**src/rtl/pipeline_ctrl_pkg.sv**
```systemverilog
// Shared types and constants for the pipeline hazard controller.
package pipeline_ctrl_pkg;

  localparam int unsigned RegAdW = 5;
  typedef logic [RegAdW-1:0] reg_ad_t;

  // Controller FSM encoding.
  typedef enum logic [1:0] {
    StRun     = 2'd0,
    StMemWait = 2'd1,
    StHalt    = 2'd2
  } state_e;

  // ALU operand source select.
  localparam logic [1:0] FWD_RF  = 2'b00;
  localparam logic [1:0] FWD_MEM = 2'b01;
  localparam logic [1:0] FWD_WB  = 2'b10;

  // True when a writing stage targets a non-zero register that a reader uses.
  function automatic logic rd_hit(input logic en, input reg_ad_t rd, input reg_ad_t rs);
    return en && (rd != '0) && (rd == rs);
  endfunction

endpackage

```
**src/rtl/pipeline_ctrl_if.sv**
```systemverilog
// Hazard/control bundle between the pipeline datapath (master) and the
// controller (slave). Signal names follow the datapath's own naming.
interface pipeline_ctrl_if #(
  parameter int unsigned CNT_W = 32
) ();

  logic [4:0]       id_rs1_ad;
  logic [4:0]       id_rs2_ad;
  logic [4:0]       ex_rs1_ad;
  logic [4:0]       ex_rs2_ad;
  logic [4:0]       ex_rd_ad;
  logic             ex_DMread;
  logic [4:0]       mem_rd_ad;
  logic             mem_rdEn;
  logic [4:0]       wb_rd_ad;
  logic             wb_rdEn;
  logic             branch_taken;
  logic             dm_req;
  logic             dm_ready;

  logic             pc_en;
  logic             pip_en_if_id;
  logic             pip_en_id_ex;
  logic             pip_en_ex_mem;
  logic             pip_en_mem_wb;
  logic             discard_if_id;
  logic             discard_id_ex;
  logic             discard_ex_mem;
  logic             discard_mem_wb;
  logic [1:0]       fwd_a;
  logic [1:0]       fwd_b;
  logic             halted;
  logic [CNT_W-1:0] stall_cnt;
  logic [CNT_W-1:0] flush_cnt;

  modport master (
    output id_rs1_ad, id_rs2_ad, ex_rs1_ad, ex_rs2_ad, ex_rd_ad, ex_DMread,
    output mem_rd_ad, mem_rdEn, wb_rd_ad, wb_rdEn, branch_taken, dm_req, dm_ready,
    input  pc_en, pip_en_if_id, pip_en_id_ex, pip_en_ex_mem, pip_en_mem_wb,
    input  discard_if_id, discard_id_ex, discard_ex_mem, discard_mem_wb,
    input  fwd_a, fwd_b, halted, stall_cnt, flush_cnt
  );

  modport slave (
    input  id_rs1_ad, id_rs2_ad, ex_rs1_ad, ex_rs2_ad, ex_rd_ad, ex_DMread,
    input  mem_rd_ad, mem_rdEn, wb_rd_ad, wb_rdEn, branch_taken, dm_req, dm_ready,
    output pc_en, pip_en_if_id, pip_en_id_ex, pip_en_ex_mem, pip_en_mem_wb,
    output discard_if_id, discard_id_ex, discard_ex_mem, discard_mem_wb,
    output fwd_a, fwd_b, halted, stall_cnt, flush_cnt
  );

endinterface

```
**src/rtl/pipeline_ctrl_fwd_unit.sv**
```systemverilog
// Per-operand forwarding select: the younger MEM result beats the WB result.
module pip_fwd_unit
  import pipeline_ctrl_pkg::*;
(
  input  reg_ad_t    i_src_ad,
  input  reg_ad_t    i_mem_rd_ad,
  input  logic       i_mem_rd_en,
  input  reg_ad_t    i_wb_rd_ad,
  input  logic       i_wb_rd_en,
  output logic [1:0] o_fwd
);

  // Pick the newest in-flight producer of the operand.
  always_comb begin
    o_fwd = FWD_RF;
    if (rd_hit(i_mem_rd_en, i_mem_rd_ad, i_src_ad)) begin
      o_fwd = FWD_MEM;
    end else if (rd_hit(i_wb_rd_en, i_wb_rd_ad, i_src_ad)) begin
      o_fwd = FWD_WB;
    end
  end

endmodule

```
**src/rtl/pipeline_ctrl.sv**
```systemverilog
// Five-stage pipeline hazard controller: memory-wait freeze with timeout halt,
// branch flush, load-use stall and operand forwarding.
// Build option: define PIPELINE_CTRL_PERF_EN to enable the saturating
// stall/flush performance counters; otherwise they read as constant zero.
module pipeline_ctrl
  import pipeline_ctrl_pkg::*;
#(
  parameter int unsigned WAIT_MAX = 15,
  parameter int unsigned CNT_W    = 32
) (
  input logic            clk,
  input logic            rst,
  pipeline_ctrl_if.slave bus
);

  localparam int unsigned WaitW = (WAIT_MAX < 2) ? 1 : $clog2(WAIT_MAX + 1);
  localparam logic [WaitW-1:0] WaitMaxW = WaitW'(WAIT_MAX);

  state_e           r_state;
  logic [WaitW-1:0] r_wait_cnt;
  logic             r_halted;

  logic       w_load_use;
  logic       w_mem_stall;
  logic       w_run_cycle;
  logic       w_branch_flush;
  logic       w_pc_en;
  // Stage order in both vectors: {if_id, id_ex, ex_mem, mem_wb}.
  logic [3:0] w_pip_en;
  logic [3:0] w_discard;
  logic [1:0] w_fwd_a;
  logic [1:0] w_fwd_b;

  // Hazard detection and event priority (halt > memory wait > branch > load-use).
  always_comb begin
    w_load_use = rd_hit(bus.ex_DMread, bus.ex_rd_ad, bus.id_rs1_ad) ||
                 rd_hit(bus.ex_DMread, bus.ex_rd_ad, bus.id_rs2_ad);
    w_mem_stall = 1'b0;
    unique case (r_state)
      StRun:     w_mem_stall = bus.dm_req && !bus.dm_ready;
      StMemWait: w_mem_stall = !bus.dm_ready;
      default:   w_mem_stall = 1'b0;
    endcase
    // The dm_ready cycle of a wait decodes exactly like a plain RUN cycle.
    w_run_cycle    = !rst && (r_state != StHalt) && !w_mem_stall;
    w_branch_flush = w_run_cycle && bus.branch_taken;
  end

  // Stage enables, bubble inserts and PC enable.
  always_comb begin
    w_pc_en   = 1'b1;
    w_pip_en  = 4'b1111;
    w_discard = 4'b0000;
    if (rst) begin
      // Clock bubbles through every stage so unreset stage registers clear.
      w_pc_en   = 1'b0;
      w_pip_en  = 4'b1111;
      w_discard = 4'b1111;
    end else if (r_state == StHalt) begin
      w_pc_en   = 1'b0;
      w_pip_en  = 4'b0000;
    end else if (w_mem_stall) begin
      // Freeze everything upstream of MEM; WB receives bubbles.
      w_pc_en   = 1'b0;
      w_pip_en  = 4'b0001;
      w_discard = 4'b0001;
    end else if (w_branch_flush) begin
      w_discard = 4'b1100;
    end else if (w_load_use) begin
      w_pc_en   = 1'b0;
      w_pip_en  = 4'b0111;
      w_discard = 4'b0100;
    end
  end

  // Controller FSM with the sticky halt flag.
  always_ff @(posedge clk) begin
    if (rst) begin
      r_state    <= StRun;
      r_wait_cnt <= '0;
      r_halted   <= 1'b0;
    end else begin
      unique case (r_state)
        StRun: begin
          if (bus.dm_req && !bus.dm_ready) begin
            r_state    <= StMemWait;
            // The entry cycle already counts as one wait cycle.
            r_wait_cnt <= WaitW'(1);
          end
        end
        StMemWait: begin
          if (bus.dm_ready) begin
            r_state    <= StRun;
            r_wait_cnt <= '0;
          end else if (r_wait_cnt >= WaitMaxW) begin
            r_state    <= StHalt;
            r_wait_cnt <= '0;
            r_halted   <= 1'b1;
          end else begin
            r_wait_cnt <= r_wait_cnt + 1'b1;
          end
        end
        StHalt: begin
          r_halted <= 1'b1;
        end
        default: begin
          r_state    <= StRun;
          r_wait_cnt <= '0;
        end
      endcase
    end
  end

  pip_fwd_unit u_fwd_a (
    .i_src_ad    (bus.ex_rs1_ad),
    .i_mem_rd_ad (bus.mem_rd_ad),
    .i_mem_rd_en (bus.mem_rdEn),
    .i_wb_rd_ad  (bus.wb_rd_ad),
    .i_wb_rd_en  (bus.wb_rdEn),
    .o_fwd       (w_fwd_a)
  );

  pip_fwd_unit u_fwd_b (
    .i_src_ad    (bus.ex_rs2_ad),
    .i_mem_rd_ad (bus.mem_rd_ad),
    .i_mem_rd_en (bus.mem_rdEn),
    .i_wb_rd_ad  (bus.wb_rd_ad),
    .i_wb_rd_en  (bus.wb_rdEn),
    .o_fwd       (w_fwd_b)
  );

`ifdef PIPELINE_CTRL_PERF_EN
  logic [CNT_W-1:0] r_stall_cnt;
  logic [CNT_W-1:0] r_flush_cnt;

  // Saturating stall/flush event counters.
  always_ff @(posedge clk) begin
    if (rst) begin
      r_stall_cnt <= '0;
      r_flush_cnt <= '0;
    end else begin
      if (!w_pc_en && !(&r_stall_cnt)) begin
        r_stall_cnt <= r_stall_cnt + 1'b1;
      end
      if (w_branch_flush && !(&r_flush_cnt)) begin
        r_flush_cnt <= r_flush_cnt + 1'b1;
      end
    end
  end

  assign bus.stall_cnt = r_stall_cnt;
  assign bus.flush_cnt = r_flush_cnt;
`else
  assign bus.stall_cnt = {CNT_W{1'b0}};
  assign bus.flush_cnt = {CNT_W{1'b0}};
`endif

  assign bus.pc_en          = w_pc_en;
  assign bus.pip_en_if_id   = w_pip_en[3];
  assign bus.pip_en_id_ex   = w_pip_en[2];
  assign bus.pip_en_ex_mem  = w_pip_en[1];
  assign bus.pip_en_mem_wb  = w_pip_en[0];
  assign bus.discard_if_id  = w_discard[3];
  assign bus.discard_id_ex  = w_discard[2];
  assign bus.discard_ex_mem = w_discard[1];
  assign bus.discard_mem_wb = w_discard[0];
  assign bus.fwd_a          = w_fwd_a;
  assign bus.fwd_b          = w_fwd_b;
  assign bus.halted         = r_halted;

endmodule

```
**src/flat_wrapper.sv**
```systemverilog
// flat-port wrapper written by rule: the top's interface ports become plain ports
module pipeline_ctrl_flat import pipeline_ctrl_pkg::*;
#(
  parameter int unsigned WAIT_MAX = 15,
  parameter int unsigned CNT_W    = 32
)
  (clk, rst, bus_id_rs1_ad, bus_id_rs2_ad, bus_ex_rs1_ad, bus_ex_rs2_ad, bus_ex_rd_ad, bus_ex_DMread, bus_mem_rd_ad, bus_mem_rdEn, bus_wb_rd_ad, bus_wb_rdEn, bus_branch_taken, bus_dm_req, bus_dm_ready, bus_pc_en, bus_pip_en_if_id, bus_pip_en_id_ex, bus_pip_en_ex_mem, bus_pip_en_mem_wb, bus_discard_if_id, bus_discard_id_ex, bus_discard_ex_mem, bus_discard_mem_wb, bus_fwd_a, bus_fwd_b, bus_halted, bus_stall_cnt, bus_flush_cnt);
  pipeline_ctrl_if #(.CNT_W(CNT_W)) bus_i ();
  input logic clk;
  input logic rst;
  input wire logic [$bits(bus_i.id_rs1_ad)-1:0] bus_id_rs1_ad;
  input wire logic [$bits(bus_i.id_rs2_ad)-1:0] bus_id_rs2_ad;
  input wire logic [$bits(bus_i.ex_rs1_ad)-1:0] bus_ex_rs1_ad;
  input wire logic [$bits(bus_i.ex_rs2_ad)-1:0] bus_ex_rs2_ad;
  input wire logic [$bits(bus_i.ex_rd_ad)-1:0] bus_ex_rd_ad;
  input wire logic [$bits(bus_i.ex_DMread)-1:0] bus_ex_DMread;
  input wire logic [$bits(bus_i.mem_rd_ad)-1:0] bus_mem_rd_ad;
  input wire logic [$bits(bus_i.mem_rdEn)-1:0] bus_mem_rdEn;
  input wire logic [$bits(bus_i.wb_rd_ad)-1:0] bus_wb_rd_ad;
  input wire logic [$bits(bus_i.wb_rdEn)-1:0] bus_wb_rdEn;
  input wire logic [$bits(bus_i.branch_taken)-1:0] bus_branch_taken;
  input wire logic [$bits(bus_i.dm_req)-1:0] bus_dm_req;
  input wire logic [$bits(bus_i.dm_ready)-1:0] bus_dm_ready;
  output wire logic [$bits(bus_i.pc_en)-1:0] bus_pc_en;
  output wire logic [$bits(bus_i.pip_en_if_id)-1:0] bus_pip_en_if_id;
  output wire logic [$bits(bus_i.pip_en_id_ex)-1:0] bus_pip_en_id_ex;
  output wire logic [$bits(bus_i.pip_en_ex_mem)-1:0] bus_pip_en_ex_mem;
  output wire logic [$bits(bus_i.pip_en_mem_wb)-1:0] bus_pip_en_mem_wb;
  output wire logic [$bits(bus_i.discard_if_id)-1:0] bus_discard_if_id;
  output wire logic [$bits(bus_i.discard_id_ex)-1:0] bus_discard_id_ex;
  output wire logic [$bits(bus_i.discard_ex_mem)-1:0] bus_discard_ex_mem;
  output wire logic [$bits(bus_i.discard_mem_wb)-1:0] bus_discard_mem_wb;
  output wire logic [$bits(bus_i.fwd_a)-1:0] bus_fwd_a;
  output wire logic [$bits(bus_i.fwd_b)-1:0] bus_fwd_b;
  output wire logic [$bits(bus_i.halted)-1:0] bus_halted;
  output wire logic [$bits(bus_i.stall_cnt)-1:0] bus_stall_cnt;
  output wire logic [$bits(bus_i.flush_cnt)-1:0] bus_flush_cnt;
  assign bus_i.id_rs1_ad = bus_id_rs1_ad;
  assign bus_i.id_rs2_ad = bus_id_rs2_ad;
  assign bus_i.ex_rs1_ad = bus_ex_rs1_ad;
  assign bus_i.ex_rs2_ad = bus_ex_rs2_ad;
  assign bus_i.ex_rd_ad = bus_ex_rd_ad;
  assign bus_i.ex_DMread = bus_ex_DMread;
  assign bus_i.mem_rd_ad = bus_mem_rd_ad;
  assign bus_i.mem_rdEn = bus_mem_rdEn;
  assign bus_i.wb_rd_ad = bus_wb_rd_ad;
  assign bus_i.wb_rdEn = bus_wb_rdEn;
  assign bus_i.branch_taken = bus_branch_taken;
  assign bus_i.dm_req = bus_dm_req;
  assign bus_i.dm_ready = bus_dm_ready;
  assign bus_pc_en = bus_i.pc_en;
  assign bus_pip_en_if_id = bus_i.pip_en_if_id;
  assign bus_pip_en_id_ex = bus_i.pip_en_id_ex;
  assign bus_pip_en_ex_mem = bus_i.pip_en_ex_mem;
  assign bus_pip_en_mem_wb = bus_i.pip_en_mem_wb;
  assign bus_discard_if_id = bus_i.discard_if_id;
  assign bus_discard_id_ex = bus_i.discard_id_ex;
  assign bus_discard_ex_mem = bus_i.discard_ex_mem;
  assign bus_discard_mem_wb = bus_i.discard_mem_wb;
  assign bus_fwd_a = bus_i.fwd_a;
  assign bus_fwd_b = bus_i.fwd_b;
  assign bus_halted = bus_i.halted;
  assign bus_stall_cnt = bus_i.stall_cnt;
  assign bus_flush_cnt = bus_i.flush_cnt;
  pipeline_ctrl #(.WAIT_MAX(WAIT_MAX), .CNT_W(CNT_W)) u_core (.clk(clk), .rst(rst), .bus(bus_i));
endmodule
```
**config.mk**
```make
export PLATFORM = sky130hd
export DESIGN_NAME = pipeline_ctrl_flat
export DESIGN_NICKNAME = d
export VERILOG_FILES = /design/src/rtl/pipeline_ctrl_pkg.sv /design/src/rtl/pipeline_ctrl_if.sv /design/src/rtl/pipeline_ctrl_fwd_unit.sv /design/src/rtl/pipeline_ctrl.sv /design/src/flat_wrapper.sv
export SDC_FILE = /design/constraint.sdc
export NUM_CORES = 1
export LEC_CHECK = 0
export ABC_AREA = 1
export CAP_MARGIN = 20
export CORE_AREA = 2 2 69 71
export CTS_BUF_LIST = sky130_fd_sc_hd__clkbuf_4 sky130_fd_sc_hd__clkbuf_8
export DETAILED_ROUTE_END_ITERATION = 12
export DIE_AREA = 0 0 71 73
export GPL_TIMING_DRIVEN = 0
export PLACE_DENSITY = 0.82
export SLEW_MARGIN = 20
export SYNTH_ARGS = -nofsm -noshare
export SYNTH_HDL_FRONTEND = slang
export SYNTH_SLANG_ARGS = --single-unit
```
**constraint.sdc**
```tcl
create_clock -name clk -period 1.35 [get_ports clk]
set_clock_uncertainty 0.1 [all_clocks]
set_input_delay 0.135 -clock clk [delete_from_list [all_inputs] [get_ports clk]]
set_output_delay 0.135 -clock clk [all_outputs]
set_load 0.005 [all_outputs]
```
Word-level counts from Yosys, hierarchy flattened

Index checks and enable logic that the tools add are counted.

Add/subtract/negate cells: 1
Multipliers: 0
Divide/modulo/power cells: 0
Magnitude comparators: 1
Equality and inequality tests: 13
Shift operators: 0
Mux-type cells: 31
Bitwise operators: 1
Reductions and logical operators: 25

Operators with widths:

| kind                                                      | number |
|---|---|
| two-way mux 4 bit                                         | 12 |
| == test 5 bit                                             | 6 |
| nonzero test 5 bit                                        | 3 |
| two-way mux 2 bit                                         | 7 |
| logical AND 1 bit                                         | 13 |
| case mux 4 bit (3 select lines)                           | 1 |
| two-way mux 1 bit                                         | 7 |
| case mux 2 bit (3 select lines)                           | 1 |
| AND reduction 3 bit                                       | 2 |
| adder 4 x 1 -> 4 bit (second input constant)              | 1 |
| greater-or-equal comparator 4 bit (second input constant) | 1 |
| inequality test 2 x 1 -> 1 bit (second input constant)    | 2 |
| inequality test 2 bit (second input constant)             | 2 |
| case mux 1 bit (2 select lines)                           | 2 |
| logical NOT 1 bit                                         | 3 |
| two-way mux 3 bit                                         | 1 |
| inequality test 3 x 2 -> 1 bit (second input constant)    | 1 |
| == test 2 x 1 -> 1 bit (second input constant)            | 1 |
| == test 2 bit (second input constant)                     | 1 |
| logical NOT 2 bit                                         | 1 |
| AND reduction 2 bit                                       | 1 |
| nonzero test 2 bit                                        | 1 |
| logical OR 1 bit                                          | 1 |
| NOT 1 bit                                                 | 1 |

Flip-flop bits (word level): 7
Bits in latches: 0
Memory bits (writable): 0
Memory bits (read-only): 0
Input port bits: 43
Output and inout port bits: 78
Logic and storage cells: 75
Memories kept: 0

Logic depth before layout (Yosys ltp)

Gate-level depths: netlist of the first run.

Depth after elaboration: 10
Depth in mapped cells: 9
Mapped depth without buffers: 9

Hierarchy

From an unflattened synthesis of the first run, not the netlist that was laid out.

Cells, all modules: 279
Area, all modules: 1550.2 µm²

By module, submodules not included:

| module        | times used | cells an instance | area an instance (µm²) | sequential area each (µm²) |
|---|---|---|---|---|
| pipeline_ctrl | 1          | 179               | 1122.3                 | 140.1 |
| pip_fwd_unit  | 2          | 50                | 214.0                  | 0.0 |

Least setup slack after synthesis of the first run

OpenSTA, ideal clock, no wires.

Path kind: flip-flop to output port
Start: register u_core.r_state[1]
End: output bus_pip_en_id_ex
Data arrival time: 0.974 ns
Data required time: 1.115 ns
Slack: 0.141 ns
Stages on the path, launching flop included: 8
Buffers on the path: 1
Cell sequence: dfxtp_1 > nor2_2 > nand2_2 > nor2_1 > nor2_2 > nand2_2 > nand2_2 > buf_4

Longest elaborated chain between the ends: 9

RTL lines:

| element                                                     | line                | text |
|---|---|---|
| start, declared                                             | pipeline_ctrl.sv:19 | `state_e r_state;` |
| start signal, assigned                                      | pipeline_ctrl.sv:79 | `r_state <= StRun;` |
| start signal, assigned                                      | pipeline_ctrl.sv:86 | `r_state <= StMemWait;` |
| start signal, assigned                                      | pipeline_ctrl.sv:93 | `r_state <= StRun;` |
| == test 2 x 1 -> 1 bit or logical NOT 2 bit (tied branches) | pipeline_ctrl.sv:39 | `unique case (r_state)` |
| case mux 1 bit (2 select lines)                             | pipeline_ctrl.sv:39 |  |
| logical NOT 1 bit                                           | pipeline_ctrl.sv:45 | `w_run_cycle = !rst && (r_state != StHalt) && !w_mem_stall;` |
| logical AND 1 bit                                           | pipeline_ctrl.sv:45 |  |
| logical AND 1 bit                                           | pipeline_ctrl.sv:46 | `w_branch_flush = w_run_cycle && bus.branch_taken;` |
| two-way mux 4 bit                                           | pipeline_ctrl.sv:67 | `end else if (w_branch_flush) begin` |
| two-way mux 4 bit                                           | pipeline_ctrl.sv:62 | `end else if (w_mem_stall) begin` |
| two-way mux 4 bit *                                         | pipeline_ctrl.sv:59 | `end else if (r_state == StHalt) begin` |
| two-way mux 4 bit *                                         | pipeline_ctrl.sv:54 | `if (rst) begin` |
| end, declared                                               | flat_wrapper.sv:26  | `output wire logic [$bits(bus_i.pip_en_id_ex)-1:0] bus_pip_en_id_ex;` |

Mark *: on every way between the ends. The rest lies on a longest branch, timed or not.

Worst setup path after layout of the first run

Start: register u_core.r_state[1]
End: output bus_discard_id_ex

Longest elaborated chain between the ends: 9

RTL lines:

| element                                                     | line                | text |
|---|---|---|
| == test 2 x 1 -> 1 bit or logical NOT 2 bit (tied branches) | pipeline_ctrl.sv:39 |  |
| case mux 1 bit (2 select lines)                             | pipeline_ctrl.sv:39 |  |
| logical NOT 1 bit                                           | pipeline_ctrl.sv:45 |  |
| logical AND 1 bit                                           | pipeline_ctrl.sv:45 |  |
| logical AND 1 bit                                           | pipeline_ctrl.sv:46 |  |
| two-way mux 4 bit                                           | pipeline_ctrl.sv:67 |  |
| two-way mux 4 bit                                           | pipeline_ctrl.sv:62 |  |
| two-way mux 4 bit *                                         | pipeline_ctrl.sv:59 |  |
| two-way mux 4 bit *                                         | pipeline_ctrl.sv:54 |  |
| end, declared                                               | flat_wrapper.sv:30  | `output wire logic [$bits(bus_i.discard_id_ex)-1:0] bus_discard_id_ex;` |

Marked as above.

==> impl_metrics.json, run 1 <==
{
  "post_drt_wl_per_cell_um": 9.59,
  "fin_total_pwr_mw": 1.14,
  "critPathBufInv": 3,
  "clock_sinks": 7,
  "synth_top_family_by_area": "buffers and inverters",
  "seqPwrFrac_pct": 18.8,
  "clk_pin_slew_worst_paths_ps": 40,
  "hp-start": "rst",
  "drc": 0,
  "via_count": 1511,
  "synthCells": 213,
  "cts_buffers": 3,
  "status": "finished, violations left",
  "cap_viol_max_count": 0,
  "grt_max_degree": 10,
  "fin_crit_ps": 1680,
  "arrival_ps": 1450,
  "tritoncts": "done",
  "syn-cell-area_um2": 1410,
  "wirelength_mm": 3.83,
  "seq_area_frac_synth_pct": 9.96,
  "fill_cells": 428,
  "drv_slew": 0,
  "min_period_over_period_pct": 125,
  "worstPathCellList": "buf_6 -> nor3_4 -> nor2_2 -> nand2_2 -> nand2_4 -> buf_6 -> nand3_2 -> nand3_2 -> buf_2",
  "cp.depth": 9,
  "utilization_pct": 55.3,
  "pwr-share-clk_pct": 27.8,
  "dieWidth_um": 71,
  "netSwitchingFraction_pct": 32.1,
  "synth_simple_gate_area_share_pct": 29.4,
  "whs_ps": 29.3,
  "min_path_cells": 2,
  "yosysUniqueCellTypes": 25,
  "r2r_end": "u_core.bus.halted",
  "dp.cells": 385,
  "rows": 25,
  "violations": "negative setup slack",
  "final_nets": 390,
  "dr.pass1.iters": 5,
  "leakage_nw": 1.44,
  "dp_hpwl_mm": 3.09,
  "start_kind": "register",
  "reg2reg_depth": 5,
  "max_stage_delay_ps": 350,
  "num_antenna_cells": 0,
  "min_path_type": "in2reg",
  "ys_warn_count": 0,
  "powerDensity_nw_per_um2": 456,
  "portBuffers": 55,
  "r2r_start": "u_core.r_wait_cnt[0]",
  "hold_viol": 0,
  "peakVddDrop_mv": 0.216,
  "comb_power_share_pct": 53.4,
  "core_area_um2": 4540,
  "final_cell_mix": "buf_4 (74), conb_1 (64), nand2_1 (38)",
  "ant_nets": 0,
  "drt_iter0_markers": 54,
  "track_usage_pct": 13.9,
  "slowest_stage": "dfxtp_4",
  "cp-startpoint": "u_core.r_state[1]",
  "grt_pass1_vias": 1391,
  "syn_area_per_cell_um2": 6.60,
  "finalInstanceArea_um2": 2510,
  "clk_latency_ps": 230,
  "fin_cells": 399,
  "antenna_found_initial": 0,
  "via_per_inst": 3.79,
  "cts_root_buf": "clkbuf_8",
  "crit_required_ps": 1120,
  "clockBufferDepth": 2,
  "area_growth_pct": 78.2,
  "h-tree-depth": 1,
  "netSwitchingPower_uw": 368,
  "synth-compound-area-share_pct": 4.18,
  "crit_fanout": 3,
  "crit_family": "simple AND/OR/NAND/NOR gates",
  "yosys.area_share.adder_pct": 0.890,
  "overflow": 0,
  "setup_tns_ps": -1430,
  "timing.fmax_ghz": 0.594,
  "drive_gt1_share_pct": 43.5,
  "synth-xor-area-share_pct": 13.7,
  "synthMuxAreaShare_pct": 0,
  "path_class": "reg2out",
  "ys_ff_latch": 7,
  "die_h_um": 73,
  "pre_cts_ws_ps": -716,
  "fin_ws_ps": -332,
  "die-area_um2": 5180,
  "worstSetupEndpointType": "primary output",
  "gp_congestion": 0.811,
  "rsz0062_at_grt": "yes",
  "rrSetupSlack_ps": 100,
  "ioPinCount": 121,
  "start_util_pct": 31.0,
  "setup.worst_path.end": "bus_discard_id_ex",
  "placed_area_um2": 2260,
  "setup_viol": 6,
  "layout_commonest_cell": "buf_4",
  "p_int_uw": 776,
  "grt_pass1_wl_mm": 5.93
}
## layer usage
layer	track usage [%]	up-vias	wire length, um
met4	3.98	0	57
met2	27.4	82	2070
met5	0	-	0
li1	-	792	-
met1	14.3	630	1280
met3	3.73	7	415
## cell type report
type	instances	area (um^2)	share of cell area [%]
Tap cell	54	67.6	2.70
Multi-Input combinational cell	180	1080	43.2
Buffer	66	495	19.8
Clock buffer	4	48.8	1.95
Sequential cell	7	145	5.79
Inverter	22	82.6	3.30
Timing Repair Buffer	66	583	23.3
## cell families after synthesis
kind of cell / Yosys count
compound gates: 11
fa+ha+maj: 1
buf+inv: 89
flops: 7
other cells: 1
simple gates: 82
xor+xnor: 22
## sequential cells by signal, indices dropped and copies added, names as in the netlist
signal / cells
u_core.r_state: 2
u_core.bus.halted: 1
u_core.r_wait_cnt: 4
## cell usage after synthesis, drive strengths merged
cell,number,area share (%)
buf,67,36
nand2,44,12
inv,21,5.6
nor2,17,4.9
xnor2,12,7.5
nand3,11,5.0
xor2,10,6.2
dfxtp,7,10
a21oi,6,2.1
nand4,3,1.3
nor3,3,1.9
o21ai,3,1.1
nor4,2,3.0
a211oi,1,0.53
a31oi,1,0.45
and3,1,0.45
clkinv,1,0.27
conb,1,0.27
ha,1,0.89
nand3b,1,0.53
## what timing repair did
| action | in CTS | in global routing |
|---|---|---|
| setup buffers | 9 | 2 |
| cloned | 0 | 0 |
| hold buffers | 0 | 0 |
| pin swaps | 29 | 15 |
| setup endpoints to repair | 12 | 12 |
| resized for setup | 152 | 46 |
## how the worst min path moves through the flow
stage | to | slack [ps]
4_1_cts | u_core.r_state[0] | 20
6_report | u_core.r_state[0] | 30
3_5_place_dp | u_core.r_state[0] | 270
2_1_floorplan | u_core.r_wait_cnt[1] | 210
3_3_place_gp | u_core.r_wait_cnt[1] | 270
5_1_grt | u_core.bus.halted | 40
## power by group through the flow
stage	logic, mW	clock network [mW]	registers, mW
after floorplan	0.339	0	0.219
after global placement	0.543	0	0.220
after detailed placement	0.552	0	0.220
after CTS	0.563	0.325	0.216
after global routing	0.671	0.333	0.216
final	0.611	0.318	0.215
No activity file was read; power rests on OpenSTA's default activity.
==> run 2: changes to the inputs <==
--- a/config.mk
+++ b/config.mk
@@ -9,6 +9,7 @@
 export CAP_MARGIN = 20
 export CORE_AREA = 2 2 69 71
 export CTS_BUF_LIST = sky130_fd_sc_hd__clkbuf_4 sky130_fd_sc_hd__clkbuf_8
+export CTS_CLUSTER_SIZE = 12
 export DETAILED_ROUTE_END_ITERATION = 12
 export DIE_AREA = 0 0 71 73
 export GPL_TIMING_DRIVEN = 0
==> results of run 2 <==
Same layout as run 1: the final DEF is identical, and so are final timing and power.
